===== src/rtl/dmem_arbiter_if.sv =====
// dmem_arbiter_if -- one requester's connection to the data-memory arbiter.
//
// Signals (master drives the request side, arbiter drives the response side):
//   req      request valid; held with its fields until gnt
//   addr     word address (ADDR_W bits)
//   byteena  byte enables for writes
//   wdata    write data
//   wren     1 = write, 0 = read
//   lock     keep ownership of the memory after this transfer
//   gnt      request accepted this cycle (combinational)
//   rvalid   read data valid, one cycle after an accepted read
//   rdata    read data, held while rvalid is low
interface dmem_arbiter_if #(
  parameter int ADDR_W = 14
);
  logic              req;
  logic [ADDR_W-1:0] addr;
  logic [3:0]        byteena;
  logic [31:0]       wdata;
  logic              wren;
  logic              lock;
  logic              gnt;
  logic              rvalid;
  logic [31:0]       rdata;

  modport master (
    output req, addr, byteena, wdata, wren, lock,
    input  gnt, rvalid, rdata
  );

  modport slave (
    input  req, addr, byteena, wdata, wren, lock,
    output gnt, rvalid, rdata
  );
endinterface


===== src/rtl/dmem_arbiter.sv =====
// dmem_arbiter -- shares the single-port data memory between the core
// load/store unit (m0) and the AES state/key fetch port (m1).
//
// Round-robin per cycle, optional burst lock bounded by MAX_HOLD cycles of
// the other master waiting, and registered read-data return (1-cycle latency).
//
// Ports:
//   clock, reset_n       rising-edge clock, asynchronous active-low reset
//   m0, m1               requester interfaces (dmem_arbiter_if.slave)
//   mem_address/byteena/data/wren   to the memory, muxed from the granted master
//   mem_q                combinational read data from the memory
//   stat_gnt0/1, stat_conflict      saturating event counters
//
// Build option: define DMEM_ARB_STATS_EN to enable the counters; otherwise
// the stat outputs are present but tied to zero.
module dmem_arbiter #(
  parameter int ADDR_W   = 14,
  parameter int MAX_HOLD = 8
) (
  input  logic              clock,
  input  logic              reset_n,
  dmem_arbiter_if.slave     m0,
  dmem_arbiter_if.slave     m1,
  output logic [ADDR_W-1:0] mem_address,
  output logic [3:0]        mem_byteena,
  output logic [31:0]       mem_data,
  output logic              mem_wren,
  input  logic [31:0]       mem_q,
  output logic [31:0]       stat_gnt0,
  output logic [31:0]       stat_gnt1,
  output logic [31:0]       stat_conflict
);

  typedef enum logic [1:0] {IDLE, OWN0, OWN1} state_t;

  localparam logic [7:0] HOLD_LAST = 8'(MAX_HOLD - 1);

  state_t      state_reg, state_next;
  logic        last_gnt_reg, last_gnt_next;
  logic [7:0]  hold_cnt_reg, hold_cnt_next;
  logic [1:0]  gnt;
  logic [1:0]  rd_acc;
  logic        rvalid_reg [2];
  logic [31:0] rdata_reg  [2];

  always_ff @(posedge clock or negedge reset_n) begin
    if (!reset_n) begin
      state_reg    <= IDLE;
      last_gnt_reg <= 1'b1;
      hold_cnt_reg <= '0;
    end else begin
      state_reg    <= state_next;
      last_gnt_reg <= last_gnt_next;
      hold_cnt_reg <= hold_cnt_next;
    end
  end

  always_comb begin
    state_next    = state_reg;
    last_gnt_next = last_gnt_reg;
    hold_cnt_next = hold_cnt_reg;
    gnt           = 2'b00;
    case (state_reg)
      IDLE: begin
        hold_cnt_next = '0;
        // On a conflict the master that did not win last time goes first.
        if (m0.req && (!m1.req || last_gnt_reg))
          gnt[0] = 1'b1;
        else if (m1.req)
          gnt[1] = 1'b1;
        if (gnt[0]) begin
          last_gnt_next = 1'b0;
          if (m0.lock) state_next = OWN0;
        end
        if (gnt[1]) begin
          last_gnt_next = 1'b1;
          if (m1.lock) state_next = OWN1;
        end
      end
      OWN0: begin
        gnt[0] = m0.req;
        if (gnt[0]) begin
          last_gnt_next = 1'b0;
          if (!m0.lock) state_next = IDLE;
        end
        // Forced release overrides a lock request made in the same cycle;
        // last_gnt=0 hands the next conflict to m1.
        if (m1.req) begin
          if (hold_cnt_reg >= HOLD_LAST) begin
            state_next    = IDLE;
            last_gnt_next = 1'b0;
            hold_cnt_next = '0;
          end else begin
            hold_cnt_next = hold_cnt_reg + 8'd1;
          end
        end else begin
          hold_cnt_next = '0;
        end
      end
      OWN1: begin
        gnt[1] = m1.req;
        if (gnt[1]) begin
          last_gnt_next = 1'b1;
          if (!m1.lock) state_next = IDLE;
        end
        if (m0.req) begin
          if (hold_cnt_reg >= HOLD_LAST) begin
            state_next    = IDLE;
            last_gnt_next = 1'b1;
            hold_cnt_next = '0;
          end else begin
            hold_cnt_next = hold_cnt_reg + 8'd1;
          end
        end else begin
          hold_cnt_next = '0;
        end
      end
      default: state_next = IDLE;
    endcase
    if (!reset_n) gnt = 2'b00;
  end

  // Memory-side mux; with no grant the memory sees m0's address/data but
  // no byte enables and no write.
  always_comb begin
    mem_address = m0.addr;
    mem_data    = m0.wdata;
    mem_byteena = 4'b0000;
    mem_wren    = 1'b0;
    if (gnt[0]) begin
      mem_byteena = m0.byteena;
      mem_wren    = m0.wren;
    end else if (gnt[1]) begin
      mem_address = m1.addr;
      mem_data    = m1.wdata;
      mem_byteena = m1.byteena;
      mem_wren    = m1.wren;
    end
  end

  assign rd_acc[0] = gnt[0] & ~m0.wren;
  assign rd_acc[1] = gnt[1] & ~m1.wren;

  always_ff @(posedge clock or negedge reset_n) begin
    if (!reset_n) begin
      for (int i = 0; i < 2; i++) begin
        rvalid_reg[i] <= 1'b0;
        rdata_reg[i]  <= '0;
      end
    end else begin
      for (int i = 0; i < 2; i++) begin
        rvalid_reg[i] <= rd_acc[i];
        if (rd_acc[i]) rdata_reg[i] <= mem_q;
      end
    end
  end

  assign m0.gnt    = gnt[0];
  assign m1.gnt    = gnt[1];
  assign m0.rvalid = rvalid_reg[0];
  assign m1.rvalid = rvalid_reg[1];
  assign m0.rdata  = rdata_reg[0];
  assign m1.rdata  = rdata_reg[1];

`ifdef DMEM_ARB_STATS_EN
  logic [31:0] stat_gnt0_reg, stat_gnt1_reg, stat_conflict_reg;
  logic        conflict;

  // Both requesting with at most one grant means someone was blocked.
  assign conflict = m0.req & m1.req & ~(gnt[0] & gnt[1]);

  always_ff @(posedge clock or negedge reset_n) begin
    if (!reset_n) begin
      stat_gnt0_reg     <= '0;
      stat_gnt1_reg     <= '0;
      stat_conflict_reg <= '0;
    end else begin
      if (gnt[0] && stat_gnt0_reg != 32'hFFFF_FFFF)
        stat_gnt0_reg <= stat_gnt0_reg + 32'd1;
      if (gnt[1] && stat_gnt1_reg != 32'hFFFF_FFFF)
        stat_gnt1_reg <= stat_gnt1_reg + 32'd1;
      if (conflict && stat_conflict_reg != 32'hFFFF_FFFF)
        stat_conflict_reg <= stat_conflict_reg + 32'd1;
    end
  end

  assign stat_gnt0     = stat_gnt0_reg;
  assign stat_gnt1     = stat_gnt1_reg;
  assign stat_conflict = stat_conflict_reg;
`else
  assign stat_gnt0     = '0;
  assign stat_gnt1     = '0;
  assign stat_conflict = '0;
`endif

endmodule

===== src/flat_wrapper.sv =====
// flat-port wrapper written by rule: the top's interface ports become plain ports
module dmem_arbiter_flat 
#(
  parameter int ADDR_W   = 14,
  parameter int MAX_HOLD = 8
)
  (clock, reset_n, mem_address, mem_byteena, mem_data, mem_wren, mem_q, stat_gnt0, stat_gnt1, stat_conflict, m0_req, m0_addr, m0_byteena, m0_wdata, m0_wren, m0_lock, m0_gnt, m0_rvalid, m0_rdata, m1_req, m1_addr, m1_byteena, m1_wdata, m1_wren, m1_lock, m1_gnt, m1_rvalid, m1_rdata);
  dmem_arbiter_if #(.ADDR_W(ADDR_W)) m0_i ();
  dmem_arbiter_if #(.ADDR_W(ADDR_W)) m1_i ();
  input  logic clock;
  input  logic reset_n;
  output logic [ADDR_W-1:0] mem_address;
  output logic [3:0] mem_byteena;
  output logic [31:0] mem_data;
  output logic mem_wren;
  input  logic [31:0] mem_q;
  output logic [31:0] stat_gnt0;
  output logic [31:0] stat_gnt1;
  output logic [31:0] stat_conflict;
  input wire logic [$bits(m0_i.req)-1:0] m0_req;
  input wire logic [$bits(m0_i.addr)-1:0] m0_addr;
  input wire logic [$bits(m0_i.byteena)-1:0] m0_byteena;
  input wire logic [$bits(m0_i.wdata)-1:0] m0_wdata;
  input wire logic [$bits(m0_i.wren)-1:0] m0_wren;
  input wire logic [$bits(m0_i.lock)-1:0] m0_lock;
  output wire logic [$bits(m0_i.gnt)-1:0] m0_gnt;
  output wire logic [$bits(m0_i.rvalid)-1:0] m0_rvalid;
  output wire logic [$bits(m0_i.rdata)-1:0] m0_rdata;
  input wire logic [$bits(m1_i.req)-1:0] m1_req;
  input wire logic [$bits(m1_i.addr)-1:0] m1_addr;
  input wire logic [$bits(m1_i.byteena)-1:0] m1_byteena;
  input wire logic [$bits(m1_i.wdata)-1:0] m1_wdata;
  input wire logic [$bits(m1_i.wren)-1:0] m1_wren;
  input wire logic [$bits(m1_i.lock)-1:0] m1_lock;
  output wire logic [$bits(m1_i.gnt)-1:0] m1_gnt;
  output wire logic [$bits(m1_i.rvalid)-1:0] m1_rvalid;
  output wire logic [$bits(m1_i.rdata)-1:0] m1_rdata;
  assign m0_i.req = m0_req;
  assign m0_i.addr = m0_addr;
  assign m0_i.byteena = m0_byteena;
  assign m0_i.wdata = m0_wdata;
  assign m0_i.wren = m0_wren;
  assign m0_i.lock = m0_lock;
  assign m0_gnt = m0_i.gnt;
  assign m0_rvalid = m0_i.rvalid;
  assign m0_rdata = m0_i.rdata;
  assign m1_i.req = m1_req;
  assign m1_i.addr = m1_addr;
  assign m1_i.byteena = m1_byteena;
  assign m1_i.wdata = m1_wdata;
  assign m1_i.wren = m1_wren;
  assign m1_i.lock = m1_lock;
  assign m1_gnt = m1_i.gnt;
  assign m1_rvalid = m1_i.rvalid;
  assign m1_rdata = m1_i.rdata;
  dmem_arbiter #(.ADDR_W(ADDR_W), .MAX_HOLD(MAX_HOLD)) u_core (.clock(clock), .reset_n(reset_n), .m0(m0_i), .m1(m1_i), .mem_address(mem_address), .mem_byteena(mem_byteena), .mem_data(mem_data), .mem_wren(mem_wren), .mem_q(mem_q), .stat_gnt0(stat_gnt0), .stat_gnt1(stat_gnt1), .stat_conflict(stat_conflict));
endmodule

===== config.mk =====
export PLATFORM = sky130hd
export DESIGN_NAME = dmem_arbiter_flat
export DESIGN_NICKNAME = d
export VERILOG_FILES = /design/src/rtl/dmem_arbiter_if.sv /design/src/rtl/dmem_arbiter.sv /design/src/flat_wrapper.sv
export SDC_FILE = /design/constraint.sdc
export NUM_CORES = 1
export LEC_CHECK = 0
export CORE_AREA = 3 3 139 141
export DETAILED_ROUTE_END_ITERATION = 8
export DIE_AREA = 0 0 142 144
export PLACE_DENSITY = 0.64
export SLEW_MARGIN = 10
export SYNTH_ARGS = -nofsm -noshare
export SYNTH_HDL_FRONTEND = slang
export SYNTH_SLANG_ARGS = --single-unit

===== constraint.sdc =====
create_clock -name clock -period 3.9 [get_ports clock]
set_input_delay 0.78 -clock clock [delete_from_list [all_inputs] [get_ports clock]]
set_output_delay 0.78 -clock clock [all_outputs]
set_load 0.05 [all_outputs]

Word-level counts from Yosys, hierarchy flattened
Index checks and enable logic that the tools add are counted.
{"block": "op_classes", "add_sub_neg": 1, "order_cmp": 1, "n_eq_ne": 3, "muxes": 42, "n_bitwise": 4, "n_reduce_logical": 6}
{"op": "32-bit two-way mux", "count": 2}
{"op": "14-bit two-way mux", "count": 2}
{"op": "2-bit two-way mux", "count": 13}
{"op": "8-bit two-way mux", "count": 3}
{"op": "8-bit case mux with 3 select lines", "count": 1}
{"op": "1-bit two-way mux", "count": 15}
{"op": "8-bit by 1-bit adder with 8-bit output (second input constant)", "count": 1}
{"op": "8-bit by 3-bit greater-or-equal comparator with 1-bit output (second input constant)", "count": 1}
{"op": "4-bit two-way mux", "count": 2}
{"op": "2-bit case mux with 3 select lines", "count": 1}
{"op": "1-bit case mux with 2 select lines", "count": 2}
{"op": "3-bit by 1-bit != test with 1-bit output (second input constant)", "count": 1}
{"op": "1-bit case mux with 3 select lines", "count": 1}
{"op": "3-bit nonzero test", "count": 1}
{"op": "1-bit AND", "count": 2}
{"op": "2-bit by 1-bit == test with 1-bit output (second input constant)", "count": 1}
{"op": "2-bit == test (second input constant)", "count": 1}
{"op": "2-bit logical NOT", "count": 1}
{"op": "1-bit inverter", "count": 2}
{"op": "2-bit AND reduction", "count": 1}
{"op": "1-bit logical AND", "count": 1}
{"op": "1-bit logical NOT", "count": 1}
{"op": "1-bit logical OR", "count": 1}
{"block": "totals", "regBits": 77, "inputBits": 140, "out_inout_bits": 215, "wordCells": 64}

Depth between registers and ports, before layout
Gate-level depths: netlist (run 1).
{"block": "depth", "ltp_word": 9, "ltp_mapped": 8}

Least setup slack after synthesis (run 1)
No wires, ideal clock.
{"block": "synth_timing", "path_kind": "input port to output port", "startpoint": "in m1_req", "endpoint": "out mem_wren", "arrival_time_ps": 2725, "path_slack_ps": 395, "cell_stages": 5, "path_cell_list": "buf_4 -> nand2_1 -> nor2_2 -> nand2_1 -> o21ai_0"}
{"block": "synth_between", "elab_chain_cells": 9, "elab_cells_between_ends": 13}
{"element": "from (decl)", "line": "flat_wrapper.sv:29", "source": "input wire logic [$bits(m1_i.req)-1:0] m1_req;"}
{"element": "1-bit logical NOT", "line": "dmem_arbiter.sv:67", "source": "if (m0.req && (!m1.req || last_gnt_reg))"}
{"element": "1-bit logical OR", "line": "dmem_arbiter.sv:67"}
{"element": "1-bit logical AND", "line": "dmem_arbiter.sv:67"}
{"element": "1-bit two-way mux", "line": "dmem_arbiter.sv:67"}
{"element": "1-bit two-way mux", "line": "dmem_arbiter.sv:63", "source": "case (state_reg)"}
{"element": "1-bit case mux with 2 select lines *", "line": "dmem_arbiter.sv:63"}
{"element": "2-bit two-way mux *", "line": "dmem_arbiter.sv:120", "source": "if (!reset_n) gnt = 2'b00;"}
{"element": "named net m1_gnt", "line": "flat_wrapper.sv:35", "source": "output wire logic [$bits(m1_i.gnt)-1:0] m1_gnt;"}
{"element": "1-bit two-way mux *", "line": "dmem_arbiter.sv:133", "source": "end else if (gnt[1]) begin"}
{"element": "1-bit two-way mux *", "line": "dmem_arbiter.sv:130", "source": "if (gnt[0]) begin"}
{"element": "to (decl)", "line": "flat_wrapper.sv:15", "source": "output logic mem_wren;"}
Mark *: on every way through the listed nets, which the timed path passes. The rest lies on a longest branch. The select of a mux whose other input is x is not followed.

Worst setup path in the final report (run 1)
{"block": "layout_timing", "startpoint": "in m0_req", "endpoint": "out mem_data[27]"}
{"block": "layout_between", "elab_chain_cells": 7, "elab_cells_between_ends": 10}
{"element": "from (decl)", "line": "flat_wrapper.sv:20", "source": "input wire logic [$bits(m0_i.req)-1:0] m0_req;"}
{"element": "1-bit logical AND", "line": "dmem_arbiter.sv:67"}
{"element": "1-bit two-way mux", "line": "dmem_arbiter.sv:67"}
{"element": "1-bit two-way mux", "line": "dmem_arbiter.sv:63"}
{"element": "1-bit case mux with 2 select lines", "line": "dmem_arbiter.sv:63"}
{"element": "2-bit two-way mux *", "line": "dmem_arbiter.sv:120"}
{"element": "32-bit two-way mux", "line": "dmem_arbiter.sv:133"}
{"element": "32-bit two-way mux *", "line": "dmem_arbiter.sv:130"}
{"element": "to (decl)", "line": "flat_wrapper.sv:14", "source": "output logic [31:0] mem_data;"}
Every way passes the cells marked *; elsewhere a longest branch is shown, timed or not. The select of a mux whose other input is x is not followed.

==> results by group, run 1 <==
Critical path
  – Worst EP arrival: 2.81 ns
  – R2R Path Start: u_core.state_reg[1]
  – Startpoint types: input pin
  – Worst r2r dst: u_core.m0.rdata[16]
  – Setup CP Type: input pin to output pin
  – Required @ worst endpoint: 3.12 ns
  – R2R depth: 7
  – CP max FO: 46
  – Flop2flop setup slack: 1.47 ns
  – Crit. End Element: output pin
  – Crit path launch: m0_req

Yosys
  – Top_reg_cell synth: dfrtp_1
  – Post-synthesis mux area share: 29.1%
  – Synth Area in XOR/XNOR: 0.375%
  – Seq cells post-synth: 77
  – Simple-gate share of the synthesized area: 3.72%
  – Synth Instances: 377
  – Synth Area in Compound Gates: 5.35%
  – Part of the Yosys area used for sequential elements: 41.2%
  – Post-synthesis cell area: 0.00468 mm^2
  – Largest family of logic cells by synthesized area: multiplexers
  – Syn Area/Cell: 12.4 um^2
  – Ys Warns: 0
  – Post-synth ARST share: 100%
  – Unique masters post-synth: 38
  – Synth Area in Adders: 1.34%
  – Number of enable flip-flop cells after synthesis: 0

Floorplan
  – Row cnt: 49
  – Number of top-level pins: 355
  – Area of the core: 0.0181 mm^2
  – Initial Util: 25.9%
  – Die width: 142 um
  – Die height: 144 um
  – Die area: 0.0204 mm^2

GRT
  – Initial antenna violation count: 0
  – First-pass GRT wire length: 22800 um
  – Pin count of the biggest net entering global routing: 71
  – Congestion Overflow GR: 0
  – Total GRT Usage: 14.7%
  – Vias in the first global route: 3772

Worst hold path
  – Hold crit path type: input pin to asynchronous set/reset pin

STA
  – Final hold vios: 0
  – Worst Slack Setup Final: 0.312 ns
  – Worst Tran Pin Value: 0.930 ns
  – Relative slew margins: 38.0%
  – Fin crit share: 92.0%
  – Max frequency: 0.279 GHz
  – RSZ-0062 raised after global routing: no
  – Period minus WS final: 3.59 ns
  – Setup violators final: 0
  – Clock skew: 0.00621 ns
  – Slew Viols, Final: 0
  – Setup TNS: 0 ns

Placement
  – Inst Count DP: 855
  – RePlAce Congestion: 0.785
  – PortBufs: 258
  – Pre-CTS WS: 0.317 ns
  – Post-DP HPWL: 13200 um

Clocking
  – Post-CTS Setup Bufs: 0
  – H-tree Lvls: 3
  – CTS tree: done
  – Post-cts gate resize count: 0
  – CTS sink cnt: 77
  – Hold-fix buffers at CTS: 0
  – Worst-skew pair later-pin latency: 0.34 ns
  – Worst-path clk slew: 0.06 ns
  – Num CTS Buffers: 9
  – Clock Tree Root: clkbuf_16
  – Clock buffer depth: 2

Cells and area
  – FILL cells: 1628
  – Most frequent cells in the layout: clkdlybuf4s50_1, conb_1, mux2_2
  – Non-Filler Instances: 871
  – Layout Nets: 782
  – Most common cell after layout, fill and taps aside: clkdlybuf4s50_1
  – Syn-to-layout area delta: 70.8%
  – Multi-input combinational cell area: 0.00224 mm^2
  – Layout cells sized above 1: 31.2%
  – Antenna Cells: 0
  – Final Util: 44.2%
  – Register area: 0.00193 mm^2

Drt
  – Wirelength, routed: 15800 um
  – Drt pass-1 iters: 4
  – Post-route DRC: 0
  – Drt wl/cell: 18.2 um
  – Via count: 3561
  – Antenna viol nets, final: 0
  – Initial drt markers: 106
  – Routed vias/inst: 4.09

Power
  – LEAKAGE: 3.47 nW
  – VDD IR max: 0.000303 V
  – Pwr dens: 812 mW/mm^2
  – Pwr Total: 6.49 mW

Job
  – Max-cap violations: 0

Outcome
  – Status: finished clean
==> final cells by class <==
cell class                      instances  area share [%]
Inverter                                5           0.235
Sequential cell                        77            24.1
Timing Repair Buffer                  263            39.4
Tap cell                              229            3.59
Clock buffer                            9            2.82
Clock inverter                          7            1.82
Multi-Input combinational cell        281            28.0
==> worst max-delay path, stage by stage <==
cell	delay, ns
clkdlybuf4s50_1	0.51
nand2_1	0.09
a21oi_1	0.34
nor2_2	0.13
o21ai_4	0.10
buf_12	0.25
mux2_2	0.42
buf_12	0.16
==> routing by layer <==
| metal | routed length, um | track usage [%] | up-vias |
|---|---|---|---|
| met5 | 0 | 0 | - |
| met4 | 154 | 3.94 | 0 |
| met3 | 1230 | 4.83 | 14 |
| met2 | 8890 | 27.7 | 206 |
| met1 | 5550 | 15.8 | 1704 |
| li1 | - | - | 1637 |
==> logic make-up after synthesis <==
logic type | Yosys count
other cells | 1
fa+ha+maj | 5
buf+inv | 114
compound gates | 35
simple gates | 32
xor+xnor | 2
mux | 111
flops | 77
==> how the worst max path moves through the flow <==
stage | to | slack [ns] | cells after the start
2_1_floorplan | mem_wren | 0.40 | 5
3_3_place_gp | mem_data[27] | 0.29 | 8
3_5_place_dp | mem_data[17] | 0.32 | 8
4_1_cts | mem_data[27] | 0.30 | 8
5_1_grt | mem_data[27] | 0.23 | 8
6_report | mem_data[27] | 0.31 | 8
==> per-stage QoR <==
| stage | hold WS [ns] | cell area (um^2) |
|---|---|---|
| 2_1_floorplan | 0.463 | 5030 |
| 3_3_place_gp | 0.481 | 7620 |
| 3_5_place_dp | 0.493 | 7620 |
| 4_1_cts | 0.252 | 7990 |
| 5_1_grt | 0.255 | 7990 |
| 6_report | 0.273 | 7990 |
==> synth_stat cells (2+ instances only) <==
| cell type | n | area, um^2 |
|---|---|---|
| o21ai_0 | 7 | 35.0 |
| and2_1 | 2 | 12.5 |
| buf_2 | 3 | 15.0 |
| nand2_1 | 12 | 45.0 |
| o211ai_1 | 4 | 30.0 |
| nand4_1 | 2 | 12.5 |
| mux2_2 | 82 | 923 |
| buf_12 | 3 | 60.1 |
| buf_4 | 97 | 728 |
| xnor2_1 | 2 | 17.5 |
| a31oi_1 | 3 | 18.8 |
| dfrtp_1 | 76 | 1900 |
| ha_1 | 5 | 62.6 |
| a22o_1 | 3 | 26.3 |
| a21oi_1 | 7 | 35.0 |
| buf_6 | 5 | 56.3 |
| a22o_2 | 5 | 50.1 |
| nor2_1 | 8 | 30.0 |
| mux2_4 | 29 | 435 |
| inv_1 | 4 | 15.0 |
==> power by group <==
group | internal (mW) | total (mW) | switching (mW)
combinational | 1.61 | 4.09 | 2.47
sequential | 1.16 | 1.38 | 0.219
clock | 0.693 | 1.02 | 0.328
total | 3.47 | 6.49 | 3.02
(Power assumes the default switching activity.)
==> run 2, diff against run 1 <==
- SLEW_MARGIN: 10 -> 40
==> run 2 against run 1 <==
  * Die area stayed put
  * Clock skew grew 0.00063 ns
  * Hold slack about the same
  * Non-clock buffer count unchanged
  * Count of clock-buffer cells in the layout up 2
  * Critical endpoint is now mem_data[6]
  * Clock power fell by 15%
  * Final cell count unchanged
  * Combinational power about the same
==> results by group, run 2 (same netlist as run 1, synthesis figures left out) <==
Outcome
  – Status: finished clean (unchanged)

GRT
  – Initial antenna violation count: 0 (unchanged)
  – Total GRT Usage: 14.7% (about the same)
  – Pin count of the biggest net entering global routing: 71 (unchanged)
  – Vias in the first global route: 3849 (was 3772)
  – Congestion Overflow GR: 0 (unchanged)
  – First-pass GRT wire length: 23000 um (was 22800 um)

STA
  – Clock skew: 0.00684 ns (was 0.00621 ns)
  – RSZ-0062 raised after global routing: no (unchanged)
  – Final hold vios: 0 (unchanged)
  – Max frequency: 0.278 GHz (was 0.279 GHz)
  – Fin crit share: 92.1% (was 92.0%)
  – Min Hold Slack: 0.273 ns (about the same)
  – Worst Tran Pin Value: 0.652 ns (was 0.930 ns)
  – Period minus WS final: 3.59 ns (about the same)
  – Slew Viols, Final: 0 (unchanged)
  – Setup TNS: 0 ns (unchanged)
  – Relative slew margins: 56.5% (was 38.0%)
  – Setup violators final: 0 (unchanged)

Floorplan
  – Row cnt: 49 (unchanged)
  – Die height: 144 um (unchanged)
  – Number of top-level pins: 355 (unchanged)
  – Die width: 142 um (unchanged)
  – Area of the core: 0.0181 mm^2 (unchanged)
  – Die area: 0.0204 mm^2 (unchanged)
  – Initial Util: 25.9% (unchanged)

Drt
  – Drt wl/cell: 18.2 um (about the same)
  – Met2 WL: 8940 um (was 8890 um)
  – Wirelength, routed: 15900 um (was 15800 um)
  – Via count: 3558 (was 3561)
  – WL met3: 1260 um (was 1230 um)
  – Post-route DRC: 0 (unchanged)
  – Drt pass-1 iters: 4 (unchanged)
  – Top sig layer: met4 (unchanged)
  – Initial drt markers: 83 (was 106)
  – Antenna viol nets, final: 0 (unchanged)
  – Routed vias/inst: 4.08 (was 4.09)
  – DRT met1 WL: 5490 um (was 5550 um)

Clocking
  – CTS sink cnt: 77 (unchanged)
  – Clock buffer depth: 2 (unchanged)
  – Num CTS Buffers: 9 (unchanged)
  – Clock Tree Root: clkbuf_16 (unchanged)
  – Worst-path clk slew: 0.06 ns (about the same)
  – CTS tree: done (unchanged)
  – Post-cts gate resize count: 0 (unchanged)
  – Worst-skew pair later-pin latency: 0.33 ns (was 0.34 ns)
  – Post-CTS Setup Bufs: 0 (unchanged)
  – H-tree Lvls: 3 (unchanged)
  – Hold-fix buffers at CTS: 0 (unchanged)

Cells and area
  – Most frequent cells in the layout: clkdlybuf4s50_1, conb_1, mux2_2 (unchanged)
  – Layout Nets: 782 (unchanged)
  – Most common cell after layout, fill and taps aside: clkdlybuf4s50_1 (unchanged)
  – Antenna Cells: 0 (unchanged)
  – Layout cells sized above 1: 31.2% (unchanged)
  – Syn-to-layout area delta: 69.6% (was 70.8%)

Placement
  – PortBufs: 258 (unchanged)
  – RePlAce Congestion: 0.785 (unchanged)
  – Post-DP HPWL: 13200 um (about the same)

Critical path
  – CP max FO: 46 (unchanged)
  – Startpoint types: input pin (unchanged)
  – Setup CP Type: input pin to output pin (unchanged)
  – Worst EP arrival: 2.81 ns (about the same)
  – Required @ worst endpoint: 3.12 ns (about the same)
  – Crit. End Element: output pin (unchanged)

Worst hold path
  – Hold crit path type: input pin to asynchronous set/reset pin (unchanged)

Power
  – Pwr dens: 798 mW/mm^2 (was 812 mW/mm^2)
  – LEAKAGE: 3.45 nW (was 3.47 nW)
  – VDD IR max: 0.000269 V (was 0.000303 V)

Job
  – Max-cap violations: 0 (unchanged)
==> run 2: changes by cell type in the layout (fill, tap and decap cells not counted), sizes merged <==
cell    previous run  this run
clkinv             1         2
clkbuf             9        11
bufinv             4         1
==> run 2: stage by stage <==
step / worst slack, ns / utilization (%) / instance area (um^2) / total power [mW] / cells
after floorplan: 0.395 / - / 5030 / 4.04 / 472
after global placement: 0.292 / 42.1 / 7620 / 5.44 / 855
after detailed placement: 0.314 / 42.2 / 7620 / 5.50 / 855
after CTS: 0.301 / 43.9 / 7930 / 6.40 / 871
after global routing: 0.202 / 43.9 / 7930 / 6.59 / 871
final: 0.309 / 43.9 / 7930 / 6.33 / 871
==> run 2: power breakdown <==
part / internal, mW / switching, mW / leakage [nW]
logic: 1.61 / 2.47 / 2.35
registers: 1.16 / 0.216 / 0.941
clock network: 0.531 / 0.335 / 0.152
==> run 2: metal layers <==
| layer | vias up | global-route usage [%] |
|---|---|---|
| met3 | 15 | 4.43 |
| met2 | 188 | 27.9 |
| li1 | 1639 | - |
| met4 | 0 | 3.94 |
| met5 | - | 0 |
| met1 | 1716 | 15.9 |
==> run 2: path summary, 6_finish.rpt <==
path | from | endpoint | slack (ns) | depth (start not counted)
worst max-delay path | m0_req | mem_data[6] | 0.31 | 8
worst min-delay path | reset_n | u_core.hold_cnt_reg[4] | 0.27 | 1
worst max register to register | u_core.state_reg[1] | u_core.m0.rdata[14] | 1.48 | 7
worst min register to register | u_core.m1.rdata[29] | u_core.m1.rdata[29] | 0.51 | 1
max in group asynchronous | reset_n | u_core.m0.rdata[15] | 2.76 | 2
min in group clock | u_core.m1.rdata[29] | u_core.m1.rdata[29] | 0.51 | 1
==> run 2: cell type report <==
| class | instances | area [um^2] |
|---|---|---|
| Sequential cell | 77 | 1930 |
| Tap cell | 229 | 287 |
| Multi-Input combinational cell | 281 | 2240 |
| Clock inverter | 5 | 56.3 |
| Fill cell | 1642 | 10200 |
| Inverter | 5 | 18.8 |
| Timing Repair Buffer | 263 | 3150 |
| Clock buffer | 11 | 253 |
==> run 2: critical path: stages <==
cell	delay, ns
clkdlybuf4s50_1	0.51
nand2_1	0.09
a21oi_1	0.34
nor2_2	0.13
o21ai_4	0.10
buf_12	0.25
mux2_2	0.41
buf_12	0.16
